<file path="src/rtl/text_pkg.sv">
// Shared widths, control codes and FSM encoding for the text RAM writer.
package text_pkg;

    localparam int ROW_W  = 5;
    localparam int COL_W  = 5;
    localparam int DATA_W = 8;

    localparam logic [7:0] CMD_NEWLINE = 8'h80;
    localparam logic [7:0] CMD_HOME    = 8'h81;
    localparam logic [7:0] CMD_CLEAR   = 8'h82;

    typedef enum logic [1:0] {
        ST_IDLE    = 2'd0,
        ST_WAIT_WR = 2'd1,
        ST_CLEAR   = 2'd2
    } state_t;

endpackage

</file>
<file path="src/rtl/text_cursor.sv">
// Row/column cursor for the text RAM writer.
// TEXT_RAM_WRITER_WRAP_FLAG_EN enables the registered wrap pulse; otherwise wrapped is tied low.
module text_cursor #(
    parameter int ROW_W = 5,
    parameter int COL_W = 5
) (
    input  logic             clk,
    input  logic             reset,
    input  logic             advance,
    input  logic             newline,
    input  logic             home,
    output logic [ROW_W-1:0] row,
    output logic [COL_W-1:0] col,
    output logic             wrapped
);

    logic col_last;
    logic row_last;

    assign col_last = (col == {COL_W{1'b1}});
    assign row_last = (row == {ROW_W{1'b1}});

    // Row and column roll over naturally at their full width, giving the 31 -> 0 wrap.
    always_ff @(posedge clk) begin
        if (!reset) begin
            row <= '0;
            col <= '0;
        end else if (home) begin
            row <= '0;
            col <= '0;
        end else if (newline) begin
            row <= row + 1'b1;
            col <= '0;
        end else if (advance) begin
            col <= col + 1'b1;
            if (col_last)
                row <= row + 1'b1;
        end
    end

`ifdef TEXT_RAM_WRITER_WRAP_FLAG_EN
    logic wrap_evt;

    assign wrap_evt = !home && row_last && (newline || (advance && col_last));

    always_ff @(posedge clk) begin
        if (!reset)
            wrapped <= 1'b0;
        else
            wrapped <= wrap_evt;
    end
`else
    assign wrapped = 1'b0;
`endif

endmodule

</file>
<file path="src/rtl/text_ram_writer.sv">
// Byte-stream writer for the 32x32 text RAM; only drives the RAM port while display_on is low.
// Optional wrap pulse controlled by TEXT_RAM_WRITER_WRAP_FLAG_EN (see text_cursor).
module text_ram_writer #(
    parameter int                ROW_W     = 5,
    parameter int                COL_W     = 5,
    parameter int                DATA_W    = 8,
    parameter logic [DATA_W-1:0] FILL_CHAR = '0
) (
    input  logic                   clk,
    input  logic                   reset,
    input  logic                   display_on,
    input  logic [7:0]             in_data,
    input  logic                   in_valid,
    output logic                   in_ready,
    output logic [ROW_W+COL_W-1:0] ram_addr,
    output logic [DATA_W-1:0]      ram_din,
    output logic                   ram_we,
    output logic                   ram_own,
    output logic [ROW_W-1:0]       cur_row,
    output logic [COL_W-1:0]       cur_col,
    output logic                   wrapped
);
    import text_pkg::*;

    localparam int ADDR_W = ROW_W + COL_W;

    state_t             state, next_state;
    logic [DATA_W-1:0]  wr_data;
    logic [ADDR_W-1:0]  clr_addr;
    logic               in_ready_c, we_c;
    logic               adv, nl, home;
    logic               latch_ld, clr_start, clr_step;

    text_cursor #(
        .ROW_W (ROW_W),
        .COL_W (COL_W)
    ) u_cursor (
        .clk     (clk),
        .reset   (reset),
        .advance (adv),
        .newline (nl),
        .home    (home),
        .row     (cur_row),
        .col     (cur_col),
        .wrapped (wrapped)
    );

    always_ff @(posedge clk) begin
        if (!reset) begin
            state    <= ST_IDLE;
            wr_data  <= '0;
            clr_addr <= '0;
        end else begin
            state <= next_state;
            if (latch_ld)
                wr_data <= DATA_W'(in_data);
            if (clr_start)
                clr_addr <= '0;
            else if (clr_step)
                clr_addr <= clr_addr + 1'b1;
        end
    end

    always_comb begin
        next_state = state;
        in_ready_c = 1'b0;
        we_c       = 1'b0;
        ram_addr   = {cur_row, cur_col};
        ram_din    = wr_data;
        adv        = 1'b0;
        nl         = 1'b0;
        home       = 1'b0;
        latch_ld   = 1'b0;
        clr_start  = 1'b0;
        clr_step   = 1'b0;
        case (state)
            ST_IDLE: begin
                in_ready_c = 1'b1;
                if (in_valid) begin
                    if (!in_data[7]) begin
                        latch_ld   = 1'b1;
                        next_state = ST_WAIT_WR;
                    end else begin
                        case (in_data)
                            CMD_NEWLINE: nl = 1'b1;
                            CMD_HOME:    home = 1'b1;
                            CMD_CLEAR: begin
                                clr_start  = 1'b1;
                                next_state = ST_CLEAR;
                            end
                            default: ;
                        endcase
                    end
                end
            end
            // Writes only happen in blanking; display_on stalls them in the same cycle.
            ST_WAIT_WR: begin
                if (!display_on) begin
                    we_c       = 1'b1;
                    adv        = 1'b1;
                    next_state = ST_IDLE;
                end
            end
            ST_CLEAR: begin
                ram_addr = clr_addr;
                ram_din  = FILL_CHAR;
                if (!display_on) begin
                    we_c     = 1'b1;
                    clr_step = 1'b1;
                    if (clr_addr == {ADDR_W{1'b1}}) begin
                        home       = 1'b1;
                        next_state = ST_IDLE;
                    end
                end
            end
            default: next_state = ST_IDLE;
        endcase
    end

    // Handshake and RAM ownership are held off while reset is asserted.
    assign in_ready = in_ready_c & reset;
    assign ram_we   = we_c & reset;
    assign ram_own  = ram_we;

endmodule

</file>
<file path="config.mk">
export PLATFORM = sky130hd
export DESIGN_NAME = text_ram_writer
export DESIGN_NICKNAME = d
export VERILOG_FILES = /design/src/rtl/text_pkg.sv /design/src/rtl/text_cursor.sv /design/src/rtl/text_ram_writer.sv
export SDC_FILE = /design/constraint.sdc
export NUM_CORES = 1
export LEC_CHECK = 0
export CORE_ASPECT_RATIO = 0.9
export CORE_UTILIZATION = 38
export DETAILED_ROUTE_END_ITERATION = 10
export GPL_TIMING_DRIVEN = 0
export PLACE_DENSITY = 0.68
export SYNTH_ARGS = -nofsm -noshare
export SYNTH_HDL_FRONTEND = slang
export SYNTH_SLANG_ARGS = --single-unit
</file>
<file path="constraint.sdc">
create_clock -name clk -period 2.1 [get_ports clk]
set_clock_uncertainty 0.2 [all_clocks]
set_input_delay 0.315 -clock clk [delete_from_list [all_inputs] [get_ports clk]]
set_output_delay 0.315 -clock clk [all_outputs]
set_load 0.005 [all_outputs]
</file>
* Word level (Yosys, flattened, before mapping)
Cells that the tools add are included.
** Word-level totals
- Bits of input ports :: 12
- Register bits :: 30
- Logic and storage cells :: 66
- Output and inout port bits :: 32
** Cells by class
- Reductions and logical operators :: 9
- $add $sub $neg :: 3
- Equality and inequality tests :: 12
- Bitwise logic cells :: 3
- Muxes and demuxes :: 34
** Operators by type and width (number)
- 8-bit equality test, second input constant :: 3
- 1-bit 2-to-1 mux :: 21
- 5-bit 2-to-1 mux :: 3
- 2-bit 2-to-1 mux :: 6
- 10-bit by 1-bit adder with 10-bit output, second input constant :: 1
- 5-bit by 1-bit adder with 5-bit output, second input constant :: 2
- 10-bit equality test, second input constant :: 1
- 10-bit 2-to-1 mux :: 1
- 8-bit 2-to-1 mux :: 1
- 2-bit inequality test, second input constant :: 4
- 2-bit case mux with 3 select lines :: 1
- 2-bit OR reduction :: 3
- 5-bit equality test, second input constant :: 1
- 5-bit AND reduction :: 1
- 2-bit nonzero test :: 2
- 3-bit by 2-bit inequality test with 1-bit output, second input constant :: 1
- 3-bit OR reduction :: 1
- 1-bit AND :: 2
- 2-bit by 1-bit equality test with 1-bit output, second input constant :: 1
- 2-bit equality test, second input constant :: 1
- 2-bit logical NOT :: 1
- 1-bit case mux with 2 select lines :: 1
- 2-bit AND reduction :: 1
- 1-bit NOT :: 1

* Depth between registers and ports, before layout
- Word-level depth :: 7
- Mapped depth :: 7
- Gate-level depth less buffers :: 7

* By module
Synthesis repeated with hierarchy kept, for this count alone.
** Unflattened totals
- Cell total of the unflattened synthesis :: 175
- Area, all modules :: 1607.8 um2
** By module, submodules not included
- text_ram_writer :: cells an instance 127, seq. area each 400.4 um2, area each 1148.6 um2, instances 1
- text_cursor :: cells an instance 48, seq. area each 200.2 um2, area each 459.2 um2, instances 1

* Worst setup path after synthesis
OpenSTA, ideal clock, no wires.
- Kind :: register to register
- Start :: register state[1]
- End :: register u_cursor.row[1]
- Stages on the path, launching flop included :: 8
- Required time :: 1.783 ns
- Setup time :: 0.117 ns
- Buffers on the path :: 1
- Setup slack :: 0.020 ns
- Clock period less this slack :: 2.080 ns
- Data arrival time :: 1.762 ns
- Cell sequence :: dfxtp_1 -> inv_1 -> ha_1 -> clkbuf_1 -> nand2_1 -> or4b_4 -> mux2i_1 -> a32o_1
** On the way
- Word-level cells in the longest chain between the ends :: 4
- Elaborated cells between the ends (all ways) :: 11
- Those cells by class :: eq/ne (2); mux (4); reduce/logical (5)
** RTL lines
- start: declaration :: RTL line text_ram_writer.sv:27 : state_t state, next_state;
- start signal: assignment :: RTL line text_ram_writer.sv:54 : state <= next_state;
- 2-bit by 1-bit equality test with 1-bit output or 2-bit logical NOT (tied branches) :: RTL line text_ram_writer.sv:76 : case (state)
- 1-bit 2-to-1 mux :: RTL line text_ram_writer.sv:76
- 2-bit nonzero test (no line)
- 2-bit AND reduction (no line)
- end signal: assignment :: RTL line text_cursor.sv:32 : row <= row + 1'b1;
- end signal: assignment :: RTL line text_cursor.sv:37 : row <= row + 1'b1;
- end: declaration :: RTL line text_cursor.sv:12 : output logic [ROW_W-1:0] row,
Parallel ways exist; a longest one is shown, timed or not.
A chain may end at the register's enable or synchronous reset.

* Worst setup path in the final report
- Start :: input port in_data[2]
- End :: register u_cursor.row[1]
** On the way
- Word-level cells in the longest chain between the ends :: 7
- Elaborated cells between the ends (all ways) :: 15
- Those cells by class :: eq/ne (2); mux (9); reduce/logical (4)
** RTL lines
- start: declaration :: RTL line text_ram_writer.sv:12 : input logic [7:0] in_data,
- 8-bit equality test :: RTL line text_ram_writer.sv:84 : case (in_data)
- 1-bit 2-to-1 mux :: RTL line text_ram_writer.sv:84
- 1-bit 2-to-1 mux :: RTL line text_ram_writer.sv:80 : if (!in_data[7]) begin
- 1-bit 2-to-1 mux :: RTL line text_ram_writer.sv:79 : if (in_valid) begin
- 1-bit 2-to-1 mux :: RTL line text_ram_writer.sv:76
- 2-bit nonzero test (no line)
- 2-bit AND reduction (no line)
Parallel ways exist; a longest one is shown, timed or not.

==> out/qor.csv <==
metric,value,unit
worst-endpoint-arrival,2.09,ns
synth_xor_area_share,5.85,%
outcome,"complete, but fails checks",
grt_pass1_vias,1372,
syn_nets,200,
crit_path_top_delay_cell,or4b_4,
ant_nets,0,
tritoncts,done,
ir_worst_vdd,416,uV
start_util,39.9,%
tns,-0.0193,ns
root_buffer,clkbuf_8,
hold_viol,0,
via_per_inst,5.13,
drt_first_pass_iters,4,
post-dp-hpwl,2.64,mm
coreArea,4130,um^2
num_io_pins,44,
die_w,71.4,um
crit_required,2.07,ns
worstPathMaxFanout,4,
slew_violations,0,
io_buffers,42,
final_common_cell,dfxtp_1,
synth_area_per_cell,9.10,um^2
yosysTopAreaCell,dfxtp_1,
synthAdderAreaFrac,5.32,%
final.setup.worst_slack,-0.0193,ns
synthSimpleGateAreaFrac,25.9,%
holdBufCountCts,0,
holdWs,0.202,ns
rsz0062_at_grt,true,
cts_max_level,2,
worstSetupPathType,primary input to flop,
yosysWarningCount,0,
vias,1466,
pre_cts_slack,-0.590,ns
rows,22,
synthToLayoutAreaGrowth,45.9,%
yosys-top-cells-area,"dfxtp_1, mux2i_1, mux2_2",
synth_area,1650,um^2
finalSetupViolations,1,
hold_path_class,primary input to flop,
nFillCells,351,
violations,setup timing,
cp_common_cell,or4b_4,
drive_gt1_share,26.5,%
cts_sinks,30,
stdcell_area,2400,um^2
drt_first_iter_violations,48,
drc_errors,0,
grt_usage,18.8,%
fp.dieH,64.5,um
dieArea,4600,um^2
ys_seq_elements,30,
antenna_cells,0,
synth_top_family_by_area,simple AND/OR/NAND/NOR gates,
antenna_found_initial,0,
overflow,0,
nets,256,
placed_area,2130,um^2
synth_top_cell_area_share,36.4,%
clk_path_buf_depth,2,
synth_compound_area_share,9.57,%
drt-total-wl,3.91,mm
cts_buffers,5,
fmax,472,MHz
grt_max_degree,11,
synth_edf_count,0,
ys.flop_type,dfxtp_1,
max_cap_viol_count,0,
syn_inst,181,
fin_crit_sh,101,%
wl_per_cell,13.7,um
yosysSeqAreaShare,36.4,%
power.density,552,nW/um^2
place_congestion,0.750,
grt_pass1_wl,6.62,mm
synth.mux.area_fraction,12.8,%
start_kind,primary input,
final_cell_mix,"dfxtp_1, nor2_1, clkdlybuf4s50_1",
p_leak,1.06,nW
cp_slowest_stage_delay,0.57,ns
power.total,0.00133,W
critical_path.cell_chain,"dlygate4sd2_1, or4b_4, or4b_4, mux2i_2, a32o_1",
fin_crit,2.12,ns
clkTransAtPathRegs,0.07,ns
insertion_delay,0.28,ns
async_flop_share,0,%
synth_cell_types,44,
endpoint_kind,flop,
flip-flops by register name, indices dropped and copies added, names as in the netlist:
name and flops:
clr_addr 10, state 2, u_cursor.row 5, wr_data 8, u_cursor.col 5
report_power, final:
part	leakage [nW]	internal (W)	switching, W	total (W)
Combinational	0.761	0.000104	0.0000811	0.000185
Clock	0.0575	0.000331	0.000221	0.000551
Sequential	0.244	0.000582	0.00000841	0.000591
per-stage QoR:
stage | util (%) | instances
finish | 58.2 | 286
global placement | 51.5 | 271
global route | 58.2 | 286
detailed placement | 51.5 | 271
CTS | 58.6 | 287
floorplan | - | 181
final timing paths:
kind / from / cells past startpoint / to / slack [ns]
setup / recovery: in_data[2] / 5 / u_cursor.row[1] / -0.02
hold / removal: in_data[3] / 3 / wr_data[3] / 0.20
setup reg to reg: state[0] / 6 / u_cursor.row[1] / 0.06
hold reg to reg: wr_data[7] / 1 / wr_data[7] / 0.28
kinds of logic after synthesis:
group	after synthesis
other	1
AND/OR/NAND/NOR	76
adder cells (fa/ha/maj)	7
XOR/XNOR	11
buffers and inverters	15
multiplexers	20
flip-flops	30
AO/OA/AOI/OAI	21
Yosys cell counts (2+ instances only):
| master | count |
|---|---|
| nand2_1 | 9 |
| o21ai_0 | 4 |
| or4b_4 | 2 |
| mux2i_1 | 11 |
| nand3b_1 | 3 |
| and3_1 | 5 |
| nor3_1 | 3 |
| dfxtp_1 | 30 |
| xor2_1 | 7 |
| o31ai_1 | 2 |
| nand4_1 | 4 |
| nor2b_1 | 10 |
| inv_1 | 7 |
| or3_1 | 2 |
| nor2_1 | 22 |
| a21oi_1 | 4 |
| clkbuf_1 | 5 |
| buf_4 | 2 |
| xnor2_1 | 4 |
| and2_1 | 3 |
| nand3_1 | 5 |
| ha_1 | 7 |
| mux2_2 | 9 |
layer usage:
metal,global-route usage (%),vias to the layer above,part of all wire (%)
met4,6.75,0,1.4
met2,26.9,41,44
met3,4.82,5,4.6
met1,27.0,672,50
li1,-,748,-
met5,0,-,0
cell type report:
class / instances / area, um^2 / share of cell area [%]
Tap cell: 48 / 60.1 / 2.50
Sequential cell: 30 / 606 / 25.2
Multi-Input combinational cell: 136 / 1050 / 43.7
Clock buffer: 8 / 110 / 4.58
Buffer: 6 / 61.3 / 2.55
Inverter: 7 / 26.3 / 1.09
Timing Repair Buffer: 51 / 490 / 20.4
critical path, delay by kind of cell:
kind | cells | cell delay [ns]
simple gates | 2 | 1.08
buf+inv | 1 | 0.25
compound gates | 1 | 0.26
mux | 1 | 0.18
timing repair:
action / in CTS / in global routing
hold endpoints to repair: 0 / 0
setup endpoints to repair: 42 / 27
setup buffers: 7 / 0
gates resized for setup: 59 / 30
pin swaps: 5 / 2
gates cloned: 2 / 0
Note: power is estimated with default switching activity, not from simulation.
